$ cat src/rtl/dmem_arbiter.sv
// dmem_arbiter: two-port arbiter/sequencer in front of a 256 B little-endian data memory.
// Port 0 (core) has fixed priority; port 1 (loader/debug) is forced through after
// STARVE_LIMIT consecutive denied cycles. One transaction in flight: IDLE -> ACCESS -> RESP.
// Optional feature macro: DMEM_ARB_BOUNDS_CHECK_EN (range/alignment check, err response).
module dmem_arbiter #(
    parameter int DEPTH        = 256,
    parameter int ADDR_W       = 32,
    parameter int STARVE_LIMIT = 4
) (
    input  logic              clk,
    input  logic              rst,
    input  logic              p0_req_valid,
    output logic              p0_req_ready,
    input  logic [ADDR_W-1:0] p0_addr,
    input  logic [31:0]       p0_wdata,
    input  logic              p0_we,
    input  logic [1:0]        p0_dw,
    input  logic              p0_sign,
    output logic              p0_rsp_valid,
    input  logic              p0_rsp_ready,
    output logic [31:0]       p0_rsp_rdata,
    output logic              p0_rsp_err,
    input  logic              p1_req_valid,
    output logic              p1_req_ready,
    input  logic [ADDR_W-1:0] p1_addr,
    input  logic [31:0]       p1_wdata,
    input  logic              p1_we,
    input  logic [1:0]        p1_dw,
    input  logic              p1_sign,
    output logic              p1_rsp_valid,
    input  logic              p1_rsp_ready,
    output logic [31:0]       p1_rsp_rdata,
    output logic              p1_rsp_err,
    output logic              mem_en,
    output logic [ADDR_W-1:0] mem_addr,
    output logic [31:0]       mem_wdata,
    output logic              mem_l,
    output logic              mem_s,
    output logic [1:0]        mem_dw,
    output logic              mem_sign,
    input  logic [31:0]       mem_rdata
);

    localparam int CNT_W = $clog2(STARVE_LIMIT + 1);
    localparam int AW1   = ADDR_W + 1;
    localparam logic [CNT_W-1:0] CNT_MAX = CNT_W'(STARVE_LIMIT);

    typedef enum logic [1:0] {IDLE, ACCESS, RESP} state_t;

    state_t            state, state_nxt;
    logic [CNT_W-1:0]  starve_cnt;
    logic              owner;
    logic              grant;

    // Captured request (data path, no reset needed: every use is gated by state)
    logic [ADDR_W-1:0] addr_q;
    logic [31:0]       wdata_q;
    logic              we_q;
    logic [1:0]        dw_q;
    logic              sign_q;
    logic [31:0]       rdata_q;

    // Winner's request fields
    logic [ADDR_W-1:0] sel_addr;
    logic [31:0]       sel_wdata;
    logic              sel_we;
    logic [1:0]        sel_dw;
    logic              sel_sign;

    // Memory is actually touched only for a legal request in ACCESS
    logic              mem_ok;
    logic              acc_mem;

`ifdef DMEM_ARB_BOUNDS_CHECK_EN
    logic              err_q;

    // Out of range (end past DEPTH) or misaligned for its width
    function automatic logic bounds_err(input logic [ADDR_W-1:0] a, input logic [1:0] dw);
        logic [AW1-1:0] last;
        logic           misalign;
        case (dw)
            2'd0: begin
                last     = {1'b0, a} + AW1'(1);
                misalign = 1'b0;
            end
            2'd1: begin
                last     = {1'b0, a} + AW1'(2);
                misalign = a[0];
            end
            default: begin
                last     = {1'b0, a} + AW1'(4);
                misalign = (a[1:0] != 2'b00);
            end
        endcase
        return misalign || (last > AW1'(DEPTH));
    endfunction

    assign mem_ok = ~err_q;
`else
    assign mem_ok = 1'b1;
`endif

    // Arbitration and next-state logic; grants are only given in IDLE and never during reset
    always_comb begin
        state_nxt    = state;
        p0_req_ready = 1'b0;
        p1_req_ready = 1'b0;
        case (state)
            IDLE: begin
                if (!rst) begin
                    if (p1_req_valid && ((starve_cnt == CNT_MAX) || !p0_req_valid)) begin
                        p1_req_ready = 1'b1;
                        state_nxt    = ACCESS;
                    end else if (p0_req_valid) begin
                        p0_req_ready = 1'b1;
                        state_nxt    = ACCESS;
                    end
                end
            end
            ACCESS: state_nxt = RESP;
            RESP: begin
                if (owner ? p1_rsp_ready : p0_rsp_ready)
                    state_nxt = IDLE;
            end
            default: state_nxt = IDLE;
        endcase
    end

    assign grant     = p0_req_ready | p1_req_ready;
    assign sel_addr  = p1_req_ready ? p1_addr  : p0_addr;
    assign sel_wdata = p1_req_ready ? p1_wdata : p0_wdata;
    assign sel_we    = p1_req_ready ? p1_we    : p0_we;
    assign sel_dw    = p1_req_ready ? p1_dw    : p0_dw;
    assign sel_sign  = p1_req_ready ? p1_sign  : p0_sign;

    // Control state: FSM, owner and port-1 starvation counter
    always_ff @(posedge clk) begin
        if (rst) begin
            state      <= IDLE;
            owner      <= 1'b0;
            starve_cnt <= '0;
        end else begin
            state <= state_nxt;
            if (grant)
                owner <= p1_req_ready;
            if (!p1_req_valid || p1_req_ready)
                starve_cnt <= '0;
            else if (starve_cnt != CNT_MAX)
                starve_cnt <= starve_cnt + CNT_W'(1);
        end
    end

    // Request capture on grant, read-data capture at the end of ACCESS
    always_ff @(posedge clk) begin
        if (grant) begin
            addr_q  <= sel_addr;
            wdata_q <= sel_wdata;
            we_q    <= sel_we;
            dw_q    <= (sel_dw == 2'd3) ? 2'd2 : sel_dw;
            sign_q  <= sel_sign;
`ifdef DMEM_ARB_BOUNDS_CHECK_EN
            err_q   <= bounds_err(sel_addr, sel_dw);
`endif
        end
        if (state == ACCESS)
            rdata_q <= (we_q || !mem_ok) ? 32'd0 : mem_rdata;
    end

    assign acc_mem   = (state == ACCESS) && mem_ok;
    assign mem_en    = acc_mem;
    assign mem_l     = acc_mem & ~we_q;
    assign mem_s     = acc_mem & we_q;
    assign mem_addr  = acc_mem ? addr_q  : '0;
    assign mem_wdata = acc_mem ? wdata_q : 32'd0;
    assign mem_dw    = acc_mem ? dw_q    : 2'd0;
    assign mem_sign  = acc_mem ? sign_q  : 1'b0;

    assign p0_rsp_valid = (state == RESP) && !owner;
    assign p1_rsp_valid = (state == RESP) && owner;
    assign p0_rsp_rdata = p0_rsp_valid ? rdata_q : 32'd0;
    assign p1_rsp_rdata = p1_rsp_valid ? rdata_q : 32'd0;

`ifdef DMEM_ARB_BOUNDS_CHECK_EN
    assign p0_rsp_err = p0_rsp_valid & err_q;
    assign p1_rsp_err = p1_rsp_valid & err_q;
`else
    assign p0_rsp_err = 1'b0;
    assign p1_rsp_err = 1'b0;
`endif

endmodule

$ cat config.mk
export PLATFORM = sky130hd
export DESIGN_NAME = dmem_arbiter
export DESIGN_NICKNAME = d
export VERILOG_FILES = /design/src/rtl/dmem_arbiter.sv
export SDC_FILE = /design/constraint.sdc
export NUM_CORES = 1
export LEC_CHECK = 0
export ABC_AREA = 1
export CAP_MARGIN = 20
export CORE_AREA = 2 2 120 122
export DETAILED_ROUTE_END_ITERATION = 10
export DIE_AREA = 0 0 122 124
export HOLD_SLACK_MARGIN = 0.05
export PLACE_DENSITY = 0.82
export SYNTH_ARGS = -nofsm -noshare
export SYNTH_HDL_FRONTEND = slang
export SYNTH_SLANG_ARGS = --single-unit
$ cat constraint.sdc
create_clock -name clk -period 8.8 [get_ports clk]
set_clock_uncertainty 0.2 [all_clocks]
set_input_delay 1.76 -clock clk [delete_from_list [all_inputs] [get_ports clk]]
set_output_delay 1.76 -clock clk [all_outputs]
set_load 0.02 [all_outputs]
==> impl_metrics.py, run 1 <==
metrics = {
    "run_status": {
        "outcome": "completed",
    },
    "routing": {
        "first_iter_violations": 274,
        "vias_per_cell": 4.41,
        "drt_pass1_iterations": 7,
        "drc": 0,
        "routedWlPerCell_um": 13.7,
        "wl_um": 16100,
        "num_vias": 5163,
        "antenna_left": 0,
    },
    "cts": {
        "cts_tree": "done",
        "cts_setup_buffers": 0,
        "clock_sinks": 106,
        "max-clock-path-buffers": 2,
        "path_clk_slew_ns": 0.07,
        "cts_buffers": 9,
        "clkLatencyLatePin_ns": 0.35,
        "cts_root_buf": "clkbuf_16",
        "cts_resized": 0,
        "htreeDepth": 3,
        "postCtsHoldBufs": 0,
    },
    "placement": {
        "post-place-ws_ns": 3.01,
        "placed_cells": 1154,
        "hpwl_um": 11900,
        "place.gp.congestion": 0.799,
        "place_area_mm2": 0.00865,
        "io_buffers": 311,
    },
    "logic_synthesis": {
        "yosysSeqAreaShare_pct": 57.7,
        "yosys.area.top_type": "edfxtp_1",
        "synthFlopType": "edfxtp_1",
        "yosysMostFrequentCell": "nand2_1",
        "avgSynthCellArea_um2": 7.86,
        "synth-warning-count": 0,
        "synth-seq-cells": 106,
        "syn_inst": 689,
        "synth_top_area_share_pct": 55.5,
        "synth_commonest_cells": "nand2_1, nor2_1, inv_1",
        "ys_async_sr_fraction_pct": 0,
        "netlist_top_cells_area": "edfxtp_1, nand2_1, nor2_1, inv_1, dfxtp_1",
        "synth_cell_types": 20,
        "synth_edf_count": 100,
        "synth_area_mm2": 0.00542,
    },
    "floorplanning": {
        "ios": 314,
        "start_util_pct": 39.5,
        "die-area_mm2": 0.0151,
        "core_region_area_mm2": 0.0137,
        "die_x_um": 122,
        "die_y_um": 124,
        "num_rows": 43,
    },
    "worst_setup_path": {
        "cp.arrival_ns": 3.83,
        "cp.buffers_inverters": 3,
        "cp_max_fo": 68,
        "slowest_stage": "clkdlybuf4s50_1",
        "critPathCaptureType": "output port",
        "path_cells": "clkdlybuf4s50_1, nand2_1, nand2_1, nor2_4, buf_4, clkdlybuf4s50_1",
        "crit_type": "in -> out",
        "critPathMaxStageDelay_ns": 0.73,
        "crit_required_ns": 6.84,
        "cp-start-kind": "input port",
        "r2r_slack_ns": 5.93,
        "critical_path.top_delay_family": "buffers and inverters",
    },
    "power_and_ir_drop": {
        "powerDensity_mw_per_mm2": 151,
        "power_frac_clock_pct": 32.3,
        "intPower_mw": 0.998,
        "power_leakage_nw": 4.10,
        "power_switching_mw": 0.354,
        "p_seq_share_pct": 45.3,
        "switching_share_pct": 26.2,
        "p_comb_share_pct": 22.4,
        "vdd_drop_max_mv": 0.0958,
    },
    "cells_and_area": {
        "drive_gt1_share_pct": 3.13,
        "nFillCells": 1137,
        "utilization_pct": 65.3,
        "fin_nets": 1161,
        "stdcell_area_mm2": 0.00896,
        "diodes": 0,
        "fin_cells": 1170,
        "syn_to_final_growth_pct": 65.5,
    },
    "timing": {
        "rsz0062_at_grt": "no",
        "finalCriticalPeriod_ns": 5.79,
        "hold_viol": 0,
        "period_share_pct": 65.7,
        "slew_violations": 0,
        "setup_ws_ns": 3.01,
        "worstMarginPinSlew_ns": 0.954,
        "fin_setup_tns_ns": 0,
        "timing.fmax_mhz": 173,
        "slew-limit-headroom_pct": 36.3,
        "finalSetupViolCount": 0,
    },
    "global_route": {
        "grt_pass1_vias": 4699,
        "grt_max_degree": 72,
        "grt_overflow": 0,
        "grt_pass1_wl_um": 23000,
        "globalRouteTotalUtil_pct": 20.1,
        "grt_antenna_before_repair": 1,
    },
    "hold_path": {
        "min-delay-path-class": "reg -> reg",
    },
    "flow_run": {
        "maxCapViolCount": 0,
    },
}
[placed cells by master (no fill, tap or decap), drive strengths merged]
| cell | n |
|---|---|
| nand3 | 4 |
| conb | 2 |
| inv | 148 |
| dfxtp | 6 |
| nor2 | 174 |
| o21ai | 2 |
| clkbuf | 9 |
| buf | 6 |
| o21bai | 1 |
| bufinv | 2 |
| xor2 | 1 |
| clkinv | 4 |
| nand2 | 214 |
| a21oi | 4 |
| edfxtp | 100 |
| clkdlybuf4s50 | 311 |
| ha | 2 |
[path summary, 6_finish.rpt]
kind	from	endpoint	cells after the start
setup reg to reg	starve_cnt[0]	wdata_q[6]	7
hold / removal	owner	owner	2
setup / recovery	p0_req_valid	p1_req_ready	6
hold reg to reg	owner	owner	2
[power by group through the flow]
| stage | clock network (mW) | logic [mW] | registers (mW) |
|---|---|---|---|
| CTS | 0.446 | 0.306 | 0.613 |
| detailed placement | 0 | 0.304 | 0.624 |
| floorplan | 0 | 0.139 | 0.623 |
| finish | 0.437 | 0.303 | 0.613 |
| global route | 0.468 | 0.328 | 0.616 |
| global placement | 0 | 0.300 | 0.622 |
[worst min-delay path, stage by stage, from the launching register on]
cell	delay [ns]
dfxtp_1	0.34
nand3_1	0.09
nand2_1	0.05
[cell families after synthesis]
group           after synthesis  synth area share (%)
simple gates                392                  27.5
buf+inv                     180                  13.3
flops                       106                  57.7
compound gates                7                 0.762
fa+ha+maj                     2                 0.462
xor+xnor                      1                 0.162
other cells                   1                0.0692
[state kept, by name, indices dropped and copies added (netlist names)]
signal      count
dw_q            2
rdata_q        32
state           2
we_q            1
owner           1
addr_q         32
starve_cnt      3
wdata_q        32
sign_q          1
[per-stage QoR]
| step | hold slack (ns) | power [mW] |
|---|---|---|
| global placement | 0.303 | 0.923 |
| CTS | 0.310 | 1.36 |
| finish | 0.313 | 1.35 |
| detailed placement | 0.299 | 0.928 |
| floorplan | 0.258 | 0.761 |
| global route | 0.350 | 1.41 |
[routing by layer]
layer,GRT usage (%),routed length (um),vias to the layer above
met5,0,11,-
met3,6.91,1630,29
li1,-,-,2596
met1,21.1,5840,2293
met2,36.2,8120,243
met4,9.12,456,2
[layout make-up]
cell class	instances	area [um2]	area share (%)
clock buffers	9	225	2.51
inverters	147	552	6.15
multi-input cells	404	1590	17.7
clock inverters	7	92.6	1.03
flip-flops and latches	106	3120	34.8
repair buffers	317	3160	35.2
well taps	180	225	2.51
No activity file was read; power rests on OpenSTA's default activity.
==> run 2, diff against run 1 <==
Settings changed: CORE_AREA 2 2 120 122 to default, CORE_UTILIZATION from default to 35, DIE_AREA 0 0 122 124 to default, PLACE_DENSITY 0.82 to 0.77.
Clock period 8.8 ns to 4.81 ns, I/O delays scaled along.
==> run 2 against run 1 <==
Net effect:
- sequential power grew 83%
- utilization shrank 6.3 points
- critical path depth up 1
- setup slack worse by 1.9 ns
- routed wire length shrank 2.7%
- highest routed layer is now met4
==> impl_metrics.py, run 2 (synthesis gave the netlist of run 1 again) <==
metrics = {
    "run_status": {
        "outcome": "completed",
    },
    "power_and_ir_drop": {
        "p_seq_share_pct": 46.6,
        "power_frac_clock_pct": 30.4,
        "power_switching_mw": 0.632,
        "total_power_mw": 2.40,
        "powerDensity_mw_per_mm2": 269,
        "p_comb_share_pct": 23.0,
        "power_leakage_nw": 4.09,
        "vdd_drop_max_mv": 0.147,
        "intPower_mw": 1.77,
        "switching_share_pct": 26.3,
    },
    "timing": {
        "worstMarginPinSlew_ns": 1.01,
        "slew-limit-headroom_pct": 32.7,
        "period_share_pct": 77.3,
        "slew_violations": 0,
        "timing.fmax_mhz": 269,
        "finalSetupViolCount": 0,
        "hold_viol": 0,
        "fin_setup_tns_ns": 0,
        "finalCriticalPeriod_ns": 3.72,
        "rsz0062_at_grt": "no",
    },
    "floorplanning": {
        "num_rows": 45,
        "die_x_um": 126,
        "start_util_pct": 35.8,
        "ios": 314,
        "die_y_um": 126,
        "die-area_mm2": 0.0160,
        "core_region_area_mm2": 0.0151,
    },
    "placement": {
        "hpwl_um": 11500,
        "place.gp.congestion": 0.811,
        "io_buffers": 311,
    },
    "worst_setup_path": {
        "crit_required_ns": 3.65,
        "r2r_end": "addr_q[2]",
        "crit_top_cell": "clkdlybuf4s50_1",
        "critPathCaptureType": "output port",
        "critical_path.top_delay_family": "buffers and inverters",
        "cp.buffers_inverters": 4,
        "r2r_slack_ns": 2.50,
        "crit_path_start": "rst",
        "worst_r2r_path_depth": 6,
        "path_depth": 7,
        "cp_max_fo": 4,
        "cp.arrival_ns": 2.55,
        "path_cells": "clkdlybuf4s50_1, inv_1, nand2_2, inv_2, nand2_1, nor2_1, clkdlybuf4s50_1",
        "crit_type": "in -> out",
        "crit_end": "p0_req_ready",
        "slowest_stage": "clkdlybuf4s50_1",
        "cp-start-kind": "input port",
        "critPathMaxStageDelay_ns": 0.61,
        "rr_startpoint": "starve_cnt[0]",
    },
    "cts": {
        "cts_tree": "done",
        "clkLatencyLatePin_ns": 0.34,
        "cts_root_buf": "clkbuf_16",
        "cts_setup_buffers": 0,
        "max-clock-path-buffers": 2,
        "cts_resized": 0,
        "postCtsHoldBufs": 0,
        "path_clk_slew_ns": 0.07,
        "htreeDepth": 3,
        "cts_buffers": 9,
        "clock_sinks": 106,
    },
    "routing": {
        "antenna_left": 0,
        "vias_per_cell": 4.36,
        "routedWlPerCell_um": 13.3,
        "drt_pass1_iterations": 4,
        "num_vias": 5133,
        "wl_um": 15600,
        "first_iter_violations": 271,
        "drc": 0,
    },
    "hold_path": {
        "min-delay-path-class": "reg -> reg",
    },
    "global_route": {
        "grt_overflow": 0,
        "globalRouteTotalUtil_pct": 19.6,
        "grt_pass1_wl_um": 24000,
        "grt_pass1_vias": 4733,
        "grt_max_degree": 71,
        "grt_antenna_before_repair": 0,
    },
    "cells_and_area": {
        "drive_gt1_share_pct": 2.83,
        "reg_top3": "addr_q x32, rdata_q x32, wdata_q x32",
        "diodes": 0,
        "syn_to_final_growth_pct": 65.1,
        "fin_nets": 1161,
        "multi_input_area_mm2": 0.00159,
        "utilization_pct": 59.0,
        "final_cell_mix": "clkdlybuf4s50_1, nand2_1, nor2_1",
        "nFillCells": 1353,
        "final_common_cell": "clkdlybuf4s50_1",
        "regArea_mm2": 0.00312,
    },
    "flow_run": {
        "maxCapViolCount": 0,
    },
}
## run 2: worst min-delay path, cell delays in order (launching register included)
cell,delay (ns)
dfxtp_1,0.33
nand3_1,0.08
nand2_1,0.04
## run 2: cell type report
type | count | share of cell area [%]
Sequential cell | 106 | 34.9
Tap cell | 188 | 2.63
Multi-Input combinational cell | 404 | 17.8
Inverter | 147 | 6.17
Clock buffer | 10 | 2.56
Clock inverter | 6 | 0.630
Timing Repair Buffer | 317 | 35.3
## run 2: how the worst min path moves through the flow
stage,from,to,slack (ns),cells after the start
after floorplan,owner,owner,0.26,2
after global placement,owner,owner,0.30,2
after detailed placement,owner,owner,0.29,2
after CTS,owner,owner,0.30,2
after global routing,owner,owner,0.34,2
final,owner,owner,0.30,2
## run 2: stage by stage
stage	instances	hold slack, ns	cell area, um2	setup WS, ns
after floorplan	690	0.258	5420	0.859
after global placement	1162	0.298	8660	1.13
after detailed placement	1162	0.293	8660	1.11
after CTS	1178	0.305	8940	1.10
after global routing	1178	0.338	8940	1.01
final	1178	0.301	8940	1.09
## run 2: power by group through the flow
stage / clock network [mW] / logic [mW] / registers, mW
2_1_floorplan: 0 / 0.254 / 1.14
3_3_place_gp: 0 / 0.550 / 1.14
3_5_place_dp: 0 / 0.557 / 1.14
4_1_cts: 0.750 / 0.560 / 1.12
5_1_grt: 0.779 / 0.604 / 1.13
6_report: 0.731 / 0.552 / 1.12
## run 2: layer usage
layer	track usage, %	part of all wire (%)	vias up
met5	0	0	-
met4	7.44	2.2	0
met3	7.55	10	22
met2	35.6	50	221
met1	20.4	37	2292
li1	-	-	2598
==> run 3, diff against run 2 <==
Clock period 4.81 ns to 3 ns, I/O delays scaled along.
==> run 3 against run 2 <==
Net effect:
- routed wire length rose by 2.2%
- sequential cell count did not move
- setup slack got worse by 1.0 ns
- utilization rose by 0.97 points
==> impl_metrics.py, run 3 (synthesis gave the netlist of run 1 again) <==
metrics = {
    "cells_and_area": {
        "stdcell_area_mm2": 0.00909,
        "reg_top3": "addr_q x32, rdata_q x32, wdata_q x32",
        "final_common_cell": "clkdlybuf4s50_1",
        "syn_to_final_growth_pct": 67.9,
        "final_cell_mix": "clkdlybuf4s50_1, nand2_1, nor2_1",
        "nFillCells": 1280,
        "drive_gt1_share_pct": 4.11,
        "fin_nets": 1169,
        "diodes": 0,
    },
    "run_status": {
        "outcome": "completed",
    },
    "worst_setup_path": {
        "critical_path.top_delay_family": "buffers and inverters",
        "path_cells": "nand2_1, nor2_4, clkinvlp_4, buf_4, nor2_1, clkdlybuf4s50_1",
        "cp-start-kind": "flop",
        "critPathMaxStageDelay_ns": 0.60,
        "rr_startpoint": "starve_cnt[0]",
        "slowest_stage": "clkdlybuf4s50_1",
        "cp.buffers_inverters": 3,
        "cp_max_fo": 16,
        "worst_r2r_path_depth": 9,
        "r2r_slack_ns": 0.91,
        "crit_type": "reg -> out",
        "critPathCaptureType": "output port",
        "r2r_end": "wdata_q[17]",
        "cp.arrival_ns": 2.13,
        "crit_required_ns": 2.20,
    },
    "global_route": {
        "grt_max_degree": 71,
        "grt_pass1_vias": 4713,
        "grt_overflow": 0,
        "grt_pass1_wl_um": 24500,
        "grt_antenna_before_repair": 0,
        "globalRouteTotalUtil_pct": 20.0,
    },
    "placement": {
        "io_buffers": 311,
        "place_area_mm2": 0.00871,
        "post-place-ws_ns": 0.139,
        "hpwl_um": 11800,
        "place.gp.congestion": 0.802,
    },
    "floorplanning": {
        "core_region_area_mm2": 0.0151,
        "ios": 314,
        "die_y_um": 126,
        "die-area_mm2": 0.0160,
        "start_util_pct": 35.8,
        "die_x_um": 126,
        "num_rows": 45,
    },
    "timing": {
        "hold_viol": 0,
        "slew_violations": 0,
        "worstMarginPinSlew_ns": 0.701,
        "fin_setup_tns_ns": 0,
        "setup_ws_ns": 0.0705,
        "period_share_pct": 97.6,
        "timing.fmax_mhz": 341,
        "finalHoldWorstSlack_ns": 0.329,
        "slew-limit-headroom_pct": 53.3,
        "rsz0062_at_grt": "no",
        "finalSetupViolCount": 0,
        "finalCriticalPeriod_ns": 2.93,
    },
    "cts": {
        "cts_root_buf": "clkbuf_16",
        "postCtsHoldBufs": 0,
        "clock_sinks": 106,
        "cts_buffers": 9,
        "htreeDepth": 3,
        "max-clock-path-buffers": 2,
        "clkLatencyLatePin_ns": 0.34,
        "cts_tree": "done",
        "path_clk_slew_ns": 0.07,
    },
    "routing": {
        "drt_pass1_iterations": 4,
        "drc": 0,
        "num_vias": 5078,
        "wl_um": 16000,
        "antenna_left": 0,
        "vias_per_cell": 4.28,
        "first_iter_violations": 293,
        "routedWlPerCell_um": 13.5,
    },
    "hold_path": {
        "hold_end": "owner",
        "hp-start": "owner",
        "min_delay_path_depth": 2,
        "min-delay-path-class": "reg -> reg",
    },
    "power_and_ir_drop": {
        "vdd_drop_max_mv": 0.299,
        "power_leakage_nw": 4.38,
        "powerDensity_mw_per_mm2": 431,
    },
    "flow_run": {
        "maxCapViolCount": 0,
    },
}
-- run 3: final cells by class --
| cell class | count | area [um2] | share of cell area [%] |
|---|---|---|---|
| inverters | 147 | 556 | 6.11 |
| repair buffers | 324 | 3270 | 36.0 |
| multi-input cells | 404 | 1600 | 17.6 |
| clock buffers | 9 | 225 | 2.48 |
| flip-flops and latches | 106 | 3120 | 34.4 |
| clock inverters | 7 | 78.8 | 0.867 |
| repair inverters | 1 | 7.51 | 0.0826 |
| well taps | 188 | 235 | 2.59 |
-- run 3: through the flow --
| step | cells | util, % | total power, mW |
|---|---|---|---|
| final | 1186 | 60.0 | 3.91 |
| after global routing | 1186 | 60.0 | 4.09 |
| after CTS | 1186 | 59.8 | 3.97 |
| after detailed placement | 1166 | 57.5 | 2.74 |
| after global placement | 1166 | 57.5 | 2.73 |
| after floorplan | 690 | - | 2.23 |
-- run 3: worst min-delay path, delay by kind of cell, from the launching register on --
family,cells,cell delay [ns]
flops,1,0.35
simple gates,2,0.13
-- run 3: worst max path at each step --
stage,from,end,slack [ns],cells past startpoint
after floorplan,state[0],mem_addr[0],0.09,5
after global placement,rst,p0_req_ready,0.15,7
after detailed placement,rst,p0_req_ready,0.14,7
after CTS,state[0],p0_rsp_rdata[0],0.02,7
after global routing,state[0],p0_rsp_rdata[31],0.0003,7
final,state[1],p0_rsp_rdata[31],0.07,6
-- run 3: timing repair --
| item | in CTS | in global routing |
|---|---|---|
| buffers inserted | 3 | 0 |
| gates resized for setup | 4 | 14 |
| cloned | 1 | 0 |
| setup endpoints to repair | 32 | 14 |
-- run 3: layer usage --
layer | routed length (um) | vias up | part of all wire [%] | GRT usage, %
li1 | - | 2614 | - | -
met1 | 5870 | 2228 | 37 | 21.1
met2 | 8240 | 218 | 52 | 36.7
met3 | 1660 | 18 | 10 | 7.84
met4 | 205 | 0 | 1.3 | 5.46
met5 | 0 | - | 0 | 0
-- run 3: power by group --
part,switching (mW),leakage [nW],internal (mW)
combinational,0.466,3.24,0.445
sequential,0.0335,0.993,1.76
clock,0.549,0.145,0.655
total,1.05,4.38,2.87
